**config.mk**
```make
export PLATFORM = sky130hd
export DESIGN_NAME = dmem_arbiter
export DESIGN_NICKNAME = d
export VERILOG_FILES = /design/src/rtl/dmem_arbiter.sv
export SDC_FILE = /design/constraint.sdc
export NUM_CORES = 1
export LEC_CHECK = 0
export CORE_MARGIN = 2
export CORE_UTILIZATION = 45
export CTS_BUF_LIST = sky130_fd_sc_hd__clkbuf_2
export CTS_CLUSTER_DIAMETER = 150
export DETAILED_ROUTE_END_ITERATION = 10
export PLACE_DENSITY = 0.93
export SLEW_MARGIN = 0
export SYNTH_ARGS = -nofsm -noshare
export SYNTH_HDL_FRONTEND = slang
export SYNTH_SLANG_ARGS = --single-unit
```
**constraint.sdc**
```tcl
create_clock -name clock -period 4.1 [get_ports clock]
set_clock_uncertainty 0.1 [all_clocks]
set_input_delay 0.82 -clock clock [delete_from_list [all_inputs] [get_ports clock]]
set_output_delay 0.82 -clock clock [all_outputs]
set_load 0.02 [all_outputs]
```
**src/rtl/dmem_arbiter.sv**
```systemverilog
// Round-robin arbiter sequencing the LC3 MEM stage (req0) and the debug loader (req1)
// onto the single data-memory port. Optional BUSY timeout abort: define DMEM_ARB_TIMEOUT_EN.
module dmem_arbiter #(
  parameter int ADDR_W = 16,
  parameter int DATA_W = 16
`ifdef DMEM_ARB_TIMEOUT_EN
  ,
  parameter int TIMEOUT_CYC = 64
`endif
) (
  input  logic              clock,
  input  logic              reset,
  input  logic              req0_valid,
  input  logic              req0_rd,
  input  logic [ADDR_W-1:0] req0_addr,
  input  logic [DATA_W-1:0] req0_din,
  output logic [DATA_W-1:0] req0_dout,
  output logic              req0_done,
  input  logic              req1_valid,
  input  logic              req1_rd,
  input  logic [ADDR_W-1:0] req1_addr,
  input  logic [DATA_W-1:0] req1_din,
  output logic [DATA_W-1:0] req1_dout,
  output logic              req1_done,
  output logic              Data_req,
  output logic              Data_rd,
  output logic [ADDR_W-1:0] Data_addr,
  output logic [DATA_W-1:0] Data_din,
  input  logic [DATA_W-1:0] Data_dout,
`ifdef DMEM_ARB_TIMEOUT_EN
  output logic              timeout_err,
`endif
  input  logic              complete_data
);

  typedef enum logic [1:0] {IDLE, BUSY, RESP} state_t;

  state_t              state_q, state_d;
  logic                last_grant_q, last_grant_d;
  logic                grant_q, grant_d;
  logic                req_d, rd_d;
  logic [ADDR_W-1:0]   addr_d;
  logic [DATA_W-1:0]   din_d, dout0_d, dout1_d, rdata;
  logic                done0_d, done1_d;
  logic                pick, finish;

`ifdef DMEM_ARB_TIMEOUT_EN
  localparam int CNT_W = ($clog2(TIMEOUT_CYC + 1) > 8) ? $clog2(TIMEOUT_CYC + 1) : 8;
  logic [CNT_W-1:0] cnt_q, cnt_d;
  logic             err_d;
`endif

  always_ff @(posedge clock) begin
    if (reset) begin
      state_q      <= IDLE;
      last_grant_q <= 1'b1;
      grant_q      <= 1'b0;
      Data_req     <= 1'b0;
      Data_rd      <= 1'b0;
      Data_addr    <= '0;
      Data_din     <= '0;
      req0_dout    <= '0;
      req1_dout    <= '0;
      req0_done    <= 1'b0;
      req1_done    <= 1'b0;
`ifdef DMEM_ARB_TIMEOUT_EN
      cnt_q        <= '0;
      timeout_err  <= 1'b0;
`endif
    end else begin
      state_q      <= state_d;
      last_grant_q <= last_grant_d;
      grant_q      <= grant_d;
      Data_req     <= req_d;
      Data_rd      <= rd_d;
      Data_addr    <= addr_d;
      Data_din     <= din_d;
      req0_dout    <= dout0_d;
      req1_dout    <= dout1_d;
      req0_done    <= done0_d;
      req1_done    <= done1_d;
`ifdef DMEM_ARB_TIMEOUT_EN
      cnt_q        <= cnt_d;
      timeout_err  <= err_d;
`endif
    end
  end

  // With both requesting, the one not served last wins; otherwise whoever is valid.
  always_comb begin
    state_d      = state_q;
    last_grant_d = last_grant_q;
    grant_d      = grant_q;
    req_d        = Data_req;
    rd_d         = Data_rd;
    addr_d       = Data_addr;
    din_d        = Data_din;
    dout0_d      = req0_dout;
    dout1_d      = req1_dout;
    done0_d      = 1'b0;
    done1_d      = 1'b0;
    rdata        = Data_dout;
    finish       = 1'b0;
    pick         = (req0_valid && req1_valid) ? ~last_grant_q : req1_valid;
`ifdef DMEM_ARB_TIMEOUT_EN
    cnt_d        = cnt_q;
    err_d        = timeout_err;
`endif

    case (state_q)
      IDLE: begin
        if (req0_valid || req1_valid) begin
          grant_d      = pick;
          last_grant_d = pick;
          req_d        = 1'b1;
          rd_d         = pick ? req1_rd   : req0_rd;
          addr_d       = pick ? req1_addr : req0_addr;
          din_d        = pick ? req1_din  : req0_din;
          state_d      = BUSY;
`ifdef DMEM_ARB_TIMEOUT_EN
          cnt_d        = '0;
`endif
        end
      end
      BUSY: begin
        finish = complete_data;
`ifdef DMEM_ARB_TIMEOUT_EN
        cnt_d = cnt_q + 1'b1;
        // A completion arriving on the final allowed cycle still counts as a normal finish.
        if (!complete_data && (cnt_q == CNT_W'(TIMEOUT_CYC - 1))) begin
          finish = 1'b1;
          rdata  = '1;
          err_d  = 1'b1;
        end
`endif
        if (finish) begin
          req_d   = 1'b0;
          state_d = RESP;
          if (grant_q) begin
            done1_d = 1'b1;
            if (Data_rd) dout1_d = rdata;
          end else begin
            done0_d = 1'b1;
            if (Data_rd) dout0_d = rdata;
          end
        end
      end
      RESP: state_d = IDLE;
      default: state_d = IDLE;
    endcase
  end

endmodule

```
==> flow_metrics.tcl, run 1 <==
set metrics [dict create \
    layout_common_cells "clkdlybuf4s50_1 (153), dfxtp_1 (72), nand2_1 (70)" \
    drive_above_1_share_pct 11.4 \
    synth-warning-count 0 \
    die_y_um 89.4 \
    rr_startpoint "state_q[0]" \
    max-vdd-ir-drop_mv 0.221 \
    reg2reg_to "Data_din[1]" \
    first_iter_violations 112 \
    die_w_um 89.4 \
    preCtsSetupSlack_ps 1230 \
    cp.buffers_inverters 1 \
    critical_path.top_delay_family "buffers and inverters" \
    grt_overflow 0 \
    outcome "completed" \
    p_leak_nw 1.87 \
    syn-num-nets 444 \
    n_fill_cell 544 \
    totalWireLength_mm 9.19 \
    hold_start "req1_dout[7]" \
    hold_depth 2 \
    firstDrtPassIters 4 \
    cts_resized 0 \
    antenna_found_initial 0 \
    synth_area_um2 3280 \
    area_delta_synth_final_pct 50.4 \
    clockBufferDepth 2 \
    viasPerCell 5.30 \
    yosysSeqAreaShare_pct 43.9 \
    final_common_cell "clkdlybuf4s50_1" \
    dpl_cell_area_um2 4800 \
    grt_usage_pct 22.4 \
    ioPinCount 155 \
    first_global_vias 3091 \
    cp_max_fo 4 \
    routed-via-count 3166 \
    slew_headroom_pct 37.8 \
    diodes 0 \
    portBuffers 154 \
    slowest_delay_ps 660 \
    path_clk_slew_ps 190 \
    clock_latency_ps 460 \
    cp-startpoint "Data_rd" \
    start_util_pct 45.7 \
    core_area_um2 7180 \
    syn_area_per_cell_um2 9.19 \
    ff2ff_setup_slack_ps 2250 \
    root_buffer "clkbuf_2" \
    ant_nets 0 \
    r2r_cells 4 \
    fp-row-count 31 \
    critPathKind "reg -> out" \
    ys_seq_elements 72 \
    fin_ws_ps 1620 \
    setup_viol 0 \
    clkSinkCount 72 \
    fin_area_um2 4930 \
    final_hold_viol_count 0 \
    fmax_mhz 403 \
    worstPathCellList "clkdlybuf4s50_1" \
    finalPower_mw 1.65 \
    cts_tree "built" \
    report.final.slew_viol_count 0 \
    min_to "req1_dout[7]" \
    fin_tns_setup_ps 0 \
    start_kind "register" \
    power_density_nw_per_um2 334 \
    dieArea_um2 7990 \
    synth_cell_types 27 \
    worstPathArrival_ps 1560 \
    hold_buffers 0 \
    required_ps 3180 \
    hp-class "reg -> reg" \
    syn_inst 357 \
    drc 0 \
    post-dp-hpwl_mm 6.66 \
    cpMaxStageDelayCell "clkdlybuf4s50_1" \
    h-tree-depth 3 \
    drv_cap 0 \
    wire_per_inst_um 15.4 \
    cts_setup_buffers 0 \
    rsz0062_at_grt "false" \
    cp-end-kind "primary output" \
    grt_max_degree 62 \
    cts_buffers 9 \
    finalWeightedCongestion 0.789 \
    tightest_slew_ps 933 \
    fin_crit_ps 2480 \
    layout.nets 580 \
    finalCritPeriodShare_pct 60.5 \
    grt_pass1_wl_mm 13.9 \
]
## synth_stat cells
master     n  area (µm²)
buf_6      5        56.3
a21boi_2   1        11.3
a311oi_2  30         450
and2_4     1        8.76
nand3b_1   1        7.51
nor3_1     1        5.00
mux2i_1   16         160
or3b_2     1        8.76
nand2b_1  33         206
a21oi_1   36         180
a311oi_1   3        26.3
and2_1     1        6.26
buf_1      1        3.75
a21bo_2    2        20.0
o21ai_0   32         160
nand4b_1   1        8.76
dfxtp_1   72        1440
buf_2      5        25.0
clkbuf_1  21        78.8
or2_1      1        6.26
a221o_1    1        10.0
nor2_1     2        7.51
nand2_2    1        6.26
nor2b_1   17         106
buf_4      1        7.51
nand2_1   70         263
and4b_1    1        10.0
## routing by layer
layer	track usage [%]	wire, µm
met1	25.3	3660
met5	0	0
met4	10.2	199
met2	38.6	4560
met3	6.83	769
## report_power, final
group	internal, mW	switching, mW	leakage (nW)
sequential	0.748	0.0360	0.590
combinational	0.216	0.212	1.20
clock	0.197	0.238	0.0791
total	1.16	0.486	1.87
## through the flow
stage	hold slack, ps	utilization [%]	std cells
detailed placement	366	66.9	581
floorplan	419	-	357
CTS	391	68.8	597
finish	392	68.8	597
global route	410	68.8	597
global placement	355	66.9	581
## how the worst max path moves through the flow
stage,cells past startpoint,end,slack [ps]
final,1,Data_rd,1620
after floorplan,6,Data_addr[0],2170
after detailed placement,5,Data_din[1],1230
after global routing,1,Data_rd,1530
after CTS,1,Data_rd,1570
after global placement,5,Data_din[3],1320
## tightest hold or removal path, cell delays in order (launching register included)
cell and delay, ps:
dfxtp_1 350, nand2b_1 60, mux2i_1 60
## registers in the layout, indices dropped and copies added (netlist names)
| register | cells |
|---|---|
| req1_done | 1 |
| grant_q | 1 |
| req0_done | 1 |
| Data_rd | 1 |
| Data_req | 1 |
| state_q | 2 |
| req0_dout | 16 |
| req1_dout | 16 |
| last_grant_q | 1 |
| Data_addr | 16 |
| Data_din | 16 |
## layout make-up
class / count / area [µm²] / share of cell area [%]
tap: 99 / 124 / 2.51
clock buffer: 9 / 45.0 / 0.913
sequential: 72 / 1440 / 29.2
multi-input combinational: 252 / 1670 / 33.9
clock inverter: 7 / 86.3 / 1.75
timing repair buffer: 158 / 1570 / 31.7
## cell families (layout without fill, tap and decap cells)
| group | Yosys count | after routing | share of synthesized area (%) |
|---|---|---|---|
| AND/OR/NAND/NOR | 131 | 131 | 19.8 |
| AO/OA/AOI/OAI | 105 | 105 | 26.2 |
| flip-flops | 72 | 72 | 43.9 |
| buffers and inverters | 33 | 174 | 5.22 |
| multiplexers | 16 | 16 | 4.88 |
(Power assumes the default switching activity.)
==> run 2, diff against run 1 <==
CORE_UTILIZATION = 42   (was 45)
PLACE_DENSITY = 0.88   (was 0.93)
clock period = 2.49 ns   (was 4.1 ns; I/O delays follow)
==> run 2 against run 1 <==
Net effect: sequential share of layout area is 0.37 points lower; via count fell by 0.47%; routed wire length increased by 3.3%; count of clock-buffer cells in the layout did not move; utilization shrank 3.4 points; first-iteration DRC count increased by 7.1%; worst setup slack got worse by 1300 ps; final cell count rose by 1.3%; sequential power rose by 63%; worst hold slack worse by 2.6 ps; register-to-register slack lost 1300 ps; critical path depth did not move.
==> flow_metrics.tcl, run 2 (synthesis gave the netlist of run 1 again) <==
set metrics [dict create \
    seq_area_um2 1440 \
    worstPathArrival_ps 1570 \
    layout_common_cells "clkdlybuf4s50_1 (153), dfxtp_1 (72), nand2_1 (70)" \
    diodes 0 \
    path_clk_slew_ps 210 \
    grt_overflow 0 \
    drc 0 \
    firstDrtPassIters 4 \
    die_w_um 92.4 \
    cts_buffers 9 \
    clock_latency_ps 490 \
    post-dp-hpwl_mm 6.77 \
    cpMaxStageDelayCell "clkdlybuf4s50_1" \
    cp-end-kind "primary output" \
    rr_startpoint "grant_q" \
    clkSinkCount 72 \
    cts_setup_buffers 0 \
    start_util_pct 42.9 \
    finalPower_mw 2.67 \
    setup_viol 0 \
    fin_util_pct 65.4 \
    layout.nets 585 \
    hold_start "grant_q" \
    max-vdd-ir-drop_mv 0.287 \
    n_fill_cell 604 \
    p_leak_nw 1.89 \
    totalWireLength_mm 9.49 \
    antenna_found_initial 0 \
    grt_pass1_wl_mm 15.2 \
    routed-via-count 3151 \
    report.final.slew_viol_count 0 \
    finalWeightedCongestion 0.798 \
    critPathKind "reg -> out" \
    worstPathCellList "clkdlybuf4s50_1" \
    multiInputGateArea_um2 1670 \
    grt_usage_pct 22.4 \
    preCtsSetupSlack_ps 318 \
    fin_ws_ps 323 \
    core_area_um2 7650 \
    h-tree-depth 3 \
    first_iter_violations 120 \
    root_buffer "clkbuf_2" \
    finalCritPeriodShare_pct 87.0 \
    power_density_nw_per_um2 535 \
    area_delta_synth_final_pct 52.3 \
    ant_nets 0 \
    fin_tns_setup_ps 0 \
    fmax_mhz 462 \
    hp-class "reg -> reg" \
    hold_buffers 0 \
    cts_tree "built" \
    fp-row-count 32 \
    ioPinCount 155 \
    cp.buffers_inverters 1 \
    viasPerCell 5.21 \
    clockBufferDepth 2 \
    outcome "completed" \
    critical_path.top_delay_family "buffers and inverters" \
    tightest_slew_ps 746 \
    required_ps 1890 \
    grt_max_degree 52 \
    drv_cap 0 \
    slowest_delay_ps 650 \
    wire_per_inst_um 15.7 \
    portBuffers 154 \
    cp.depth 1 \
    rsz0062_at_grt "false" \
    fin_crit_ps 2170 \
    slew_headroom_pct 50.2 \
    dieArea_um2 8540 \
    drive_above_1_share_pct 12.3 \
    final_common_cell "clkdlybuf4s50_1" \
    start_kind "register" \
    hold_depth 1 \
    cp-startpoint "Data_rd" \
    cts_resized 0 \
    cp_max_fo 4 \
    first_global_vias 3191 \
    die_y_um 92.4 \
    final_hold_viol_count 0 \
    r2r_cells 3 \
]
==> run 2: final timing paths <==
check | endpoint | slack, ps
hold / removal | req0_done | 390
setup / recovery | Data_rd | 320
hold reg to reg | req0_done | 390
setup reg to reg | req0_dout[13] | 940
==> run 2: metal layers <==
layer	vias to the layer above	global-route usage, %	part of all wire [%]
met5	-	0	0
met4	0	9.45	2.2
met3	22	7.65	9.5
met2	141	36.4	47
met1	1457	26.9	41
li1	1531	-	-
==> run 2: per-stage QoR <==
step / cell area, µm² / hold WS, ps / instances
after detailed placement: 4880 / 375 / 589
final: 5000 / 390 / 605
after global placement: 4880 / 357 / 589
after CTS: 5000 / 398 / 605
after floorplan: 3280 / 419 / 357
after global routing: 5000 / 419 / 605
==> run 2: cell type report <==
class	instances	share of cell area [%]
Tap cell	102	2.55
Clock inverter	7	1.43
Sequential cell	72	28.8
Multi-Input combinational cell	252	33.4
Timing Repair Buffer	163	32.8
Clock buffer	9	0.901
==> run 2: where the power goes <==
part           internal (mW)  switching [mW]  total (mW)
sequential              1.23          0.0472        1.28
clock                  0.231           0.430       0.661
combinational          0.371           0.363       0.733
total                   1.83           0.840        2.67
==> run 3, diff against run 2 <==
CORE_UTILIZATION = 45   (was 42)
DONT_BUFFER_PORTS = 1   (was default)
PLACE_DENSITY = 0.66   (was 0.88)
==> run 3 against run 2 <==
Net effect: via count fell by 16%; sequential power increased by 8%; utilization fell by 13 points; largest cell class unchanged; largest power group unchanged.
==> flow_metrics.tcl, run 3 (synthesis gave the netlist of run 1 again) <==
set metrics [dict create \
    core_area_um2 7180 \
    ant_nets 0 \
    cts_setup_buffers 0 \
    start_util_pct 45.7 \
    hold_depth 2 \
    post-dp-hpwl_mm 5.07 \
    critPathKind "reg -> reg" \
    cp-startpoint "last_grant_q" \
    power_density_nw_per_um2 640 \
    final_common_cell "dfxtp_1" \
    grt_overflow 0 \
    grt_usage_pct 17.8 \
    grt_pass1_wl_mm 10.9 \
    viasPerCell 5.55 \
    p_leak_nw 1.46 \
    seq_area_um2 1440 \
    cts_tree "built" \
    path_clk_slew_ps 180 \
    hold_buffers 1 \
    dr.max_layer_used "met4" \
    n_fill_cell 651 \
    wire_per_inst_um 16.9 \
    r2r_cells 5 \
    portBuffers 0 \
    fmax_mhz 456 \
    hp-class "in -> reg" \
    routed-via-count 2655 \
    drv_cap 0 \
    slew_headroom_pct 58.4 \
    layout.nets 461 \
    clock_latency_ps 470 \
    die_w_um 89.4 \
    antenna_found_initial 0 \
    fin_crit_ps 2190 \
    totalWireLength_mm 8.06 \
    required_ps 2810 \
    diodes 0 \
    drc 0 \
    finalWeightedCongestion 0.773 \
    cp_max_fo 25 \
    ioPinCount 155 \
    die_y_um 89.4 \
    worstPathArrival_ps 2510 \
    clkSinkCount 72 \
    finalCritPeriodShare_pct 88.1 \
    grt_max_degree 50 \
    endpoint "Data_din[4]" \
    reg2reg_to "Data_din[4]" \
    cp-end-kind "register" \
    fp-row-count 31 \
    first_iter_violations 92 \
    rsz0062_at_grt "false" \
    met3_length_um 786 \
    cts_buffers 9 \
    h-tree-depth 3 \
    max-vdd-ir-drop_mv 0.305 \
    rr_startpoint "last_grant_q" \
    area_delta_synth_final_pct 13.7 \
    cts_resized 0 \
    dieArea_um2 7990 \
    first_global_vias 2230 \
    report.final.slew_viol_count 0 \
    hold_slack_ps 60.3 \
    fin_tns_setup_ps 0 \
    clockBufferDepth 2 \
    firstDrtPassIters 4 \
    ff2ff_setup_slack_ps 300 \
    met1Wirelength_mm 3.35 \
    final_hold_viol_count 0 \
    multiInputGateArea_um2 1670 \
    setup_viol 0 \
    outcome "completed" \
    met2_length_mm 3.82 \
    layout_common_cells "dfxtp_1 (72), nand2_1 (70), a21oi_1 (36)" \
    tightest_slew_ps 625 \
    root_buffer "clkbuf_2" \
    start_kind "register" \
    drive_above_1_share_pct 15.3 \
]
## run 3: changes by cell type in the layout (fill, tap and decap cells not counted), sizes merged
cell           delta
clkbuf            +2
buf               -3
dlygate4sd3      +32
clkinvlp          -2
clkinv            +1
clkdlybuf4s50   -153
inv               -1
## run 3: cell type report
| type | instances | area share [%] |
|---|---|---|
| clock inverters | 5 | 1.27 |
| flip-flops and latches | 72 | 38.6 |
| multi-input cells | 252 | 44.8 |
| clock buffers | 11 | 1.48 |
| repair buffers | 39 | 10.5 |
| well taps | 99 | 3.32 |
## run 3: metal layers
| layer | vias up | GRT usage (%) |
|---|---|---|
| met5 | - | 0 |
| met4 | 0 | 6.11 |
| met1 | 1241 | 21.3 |
| li1 | 1281 | - |
| met2 | 124 | 27.4 |
| met3 | 9 | 9.42 |
## run 3: critical path, cell delays in order, from the launching register on
cell and delay, ps:
dfxtp_1 390, a21boi_2 330, buf_4 350, nand2_1 120, a311oi_2 270, dlygate4sd3_1 570
## run 3: power breakdown
part	internal (mW)	switching, mW
logic	0.181	0.215
clock network	0.231	0.383
registers	1.23	0.145
total	1.64	0.744
## run 3: through the flow
| stage | utilization (%) | setup WS, ps | cells | power, mW | instance area, µm² |
|---|---|---|---|---|---|
| after floorplan | - | 879 | 357 | 1.69 | 3280 |
| after global placement | 45.7 | 780 | 429 | 1.71 | 3280 |
| after detailed placement | 45.7 | 682 | 429 | 1.72 | 3280 |
| after CTS | 47.6 | 743 | 446 | 2.36 | 3410 |
| after global routing | 52.0 | 201 | 478 | 2.52 | 3730 |
| final | 52.0 | 297 | 478 | 2.39 | 3730 |
## run 3: worst min path at each step
stage,startpoint,endpoint
after global placement,grant_q,req0_dout[1]
after floorplan,state_q[0],req0_done
after global routing,req1_addr[1],Data_addr[1]
after detailed placement,Data_req,Data_req
final,req0_din[15],Data_din[15]
after CTS,req0_rd,Data_rd
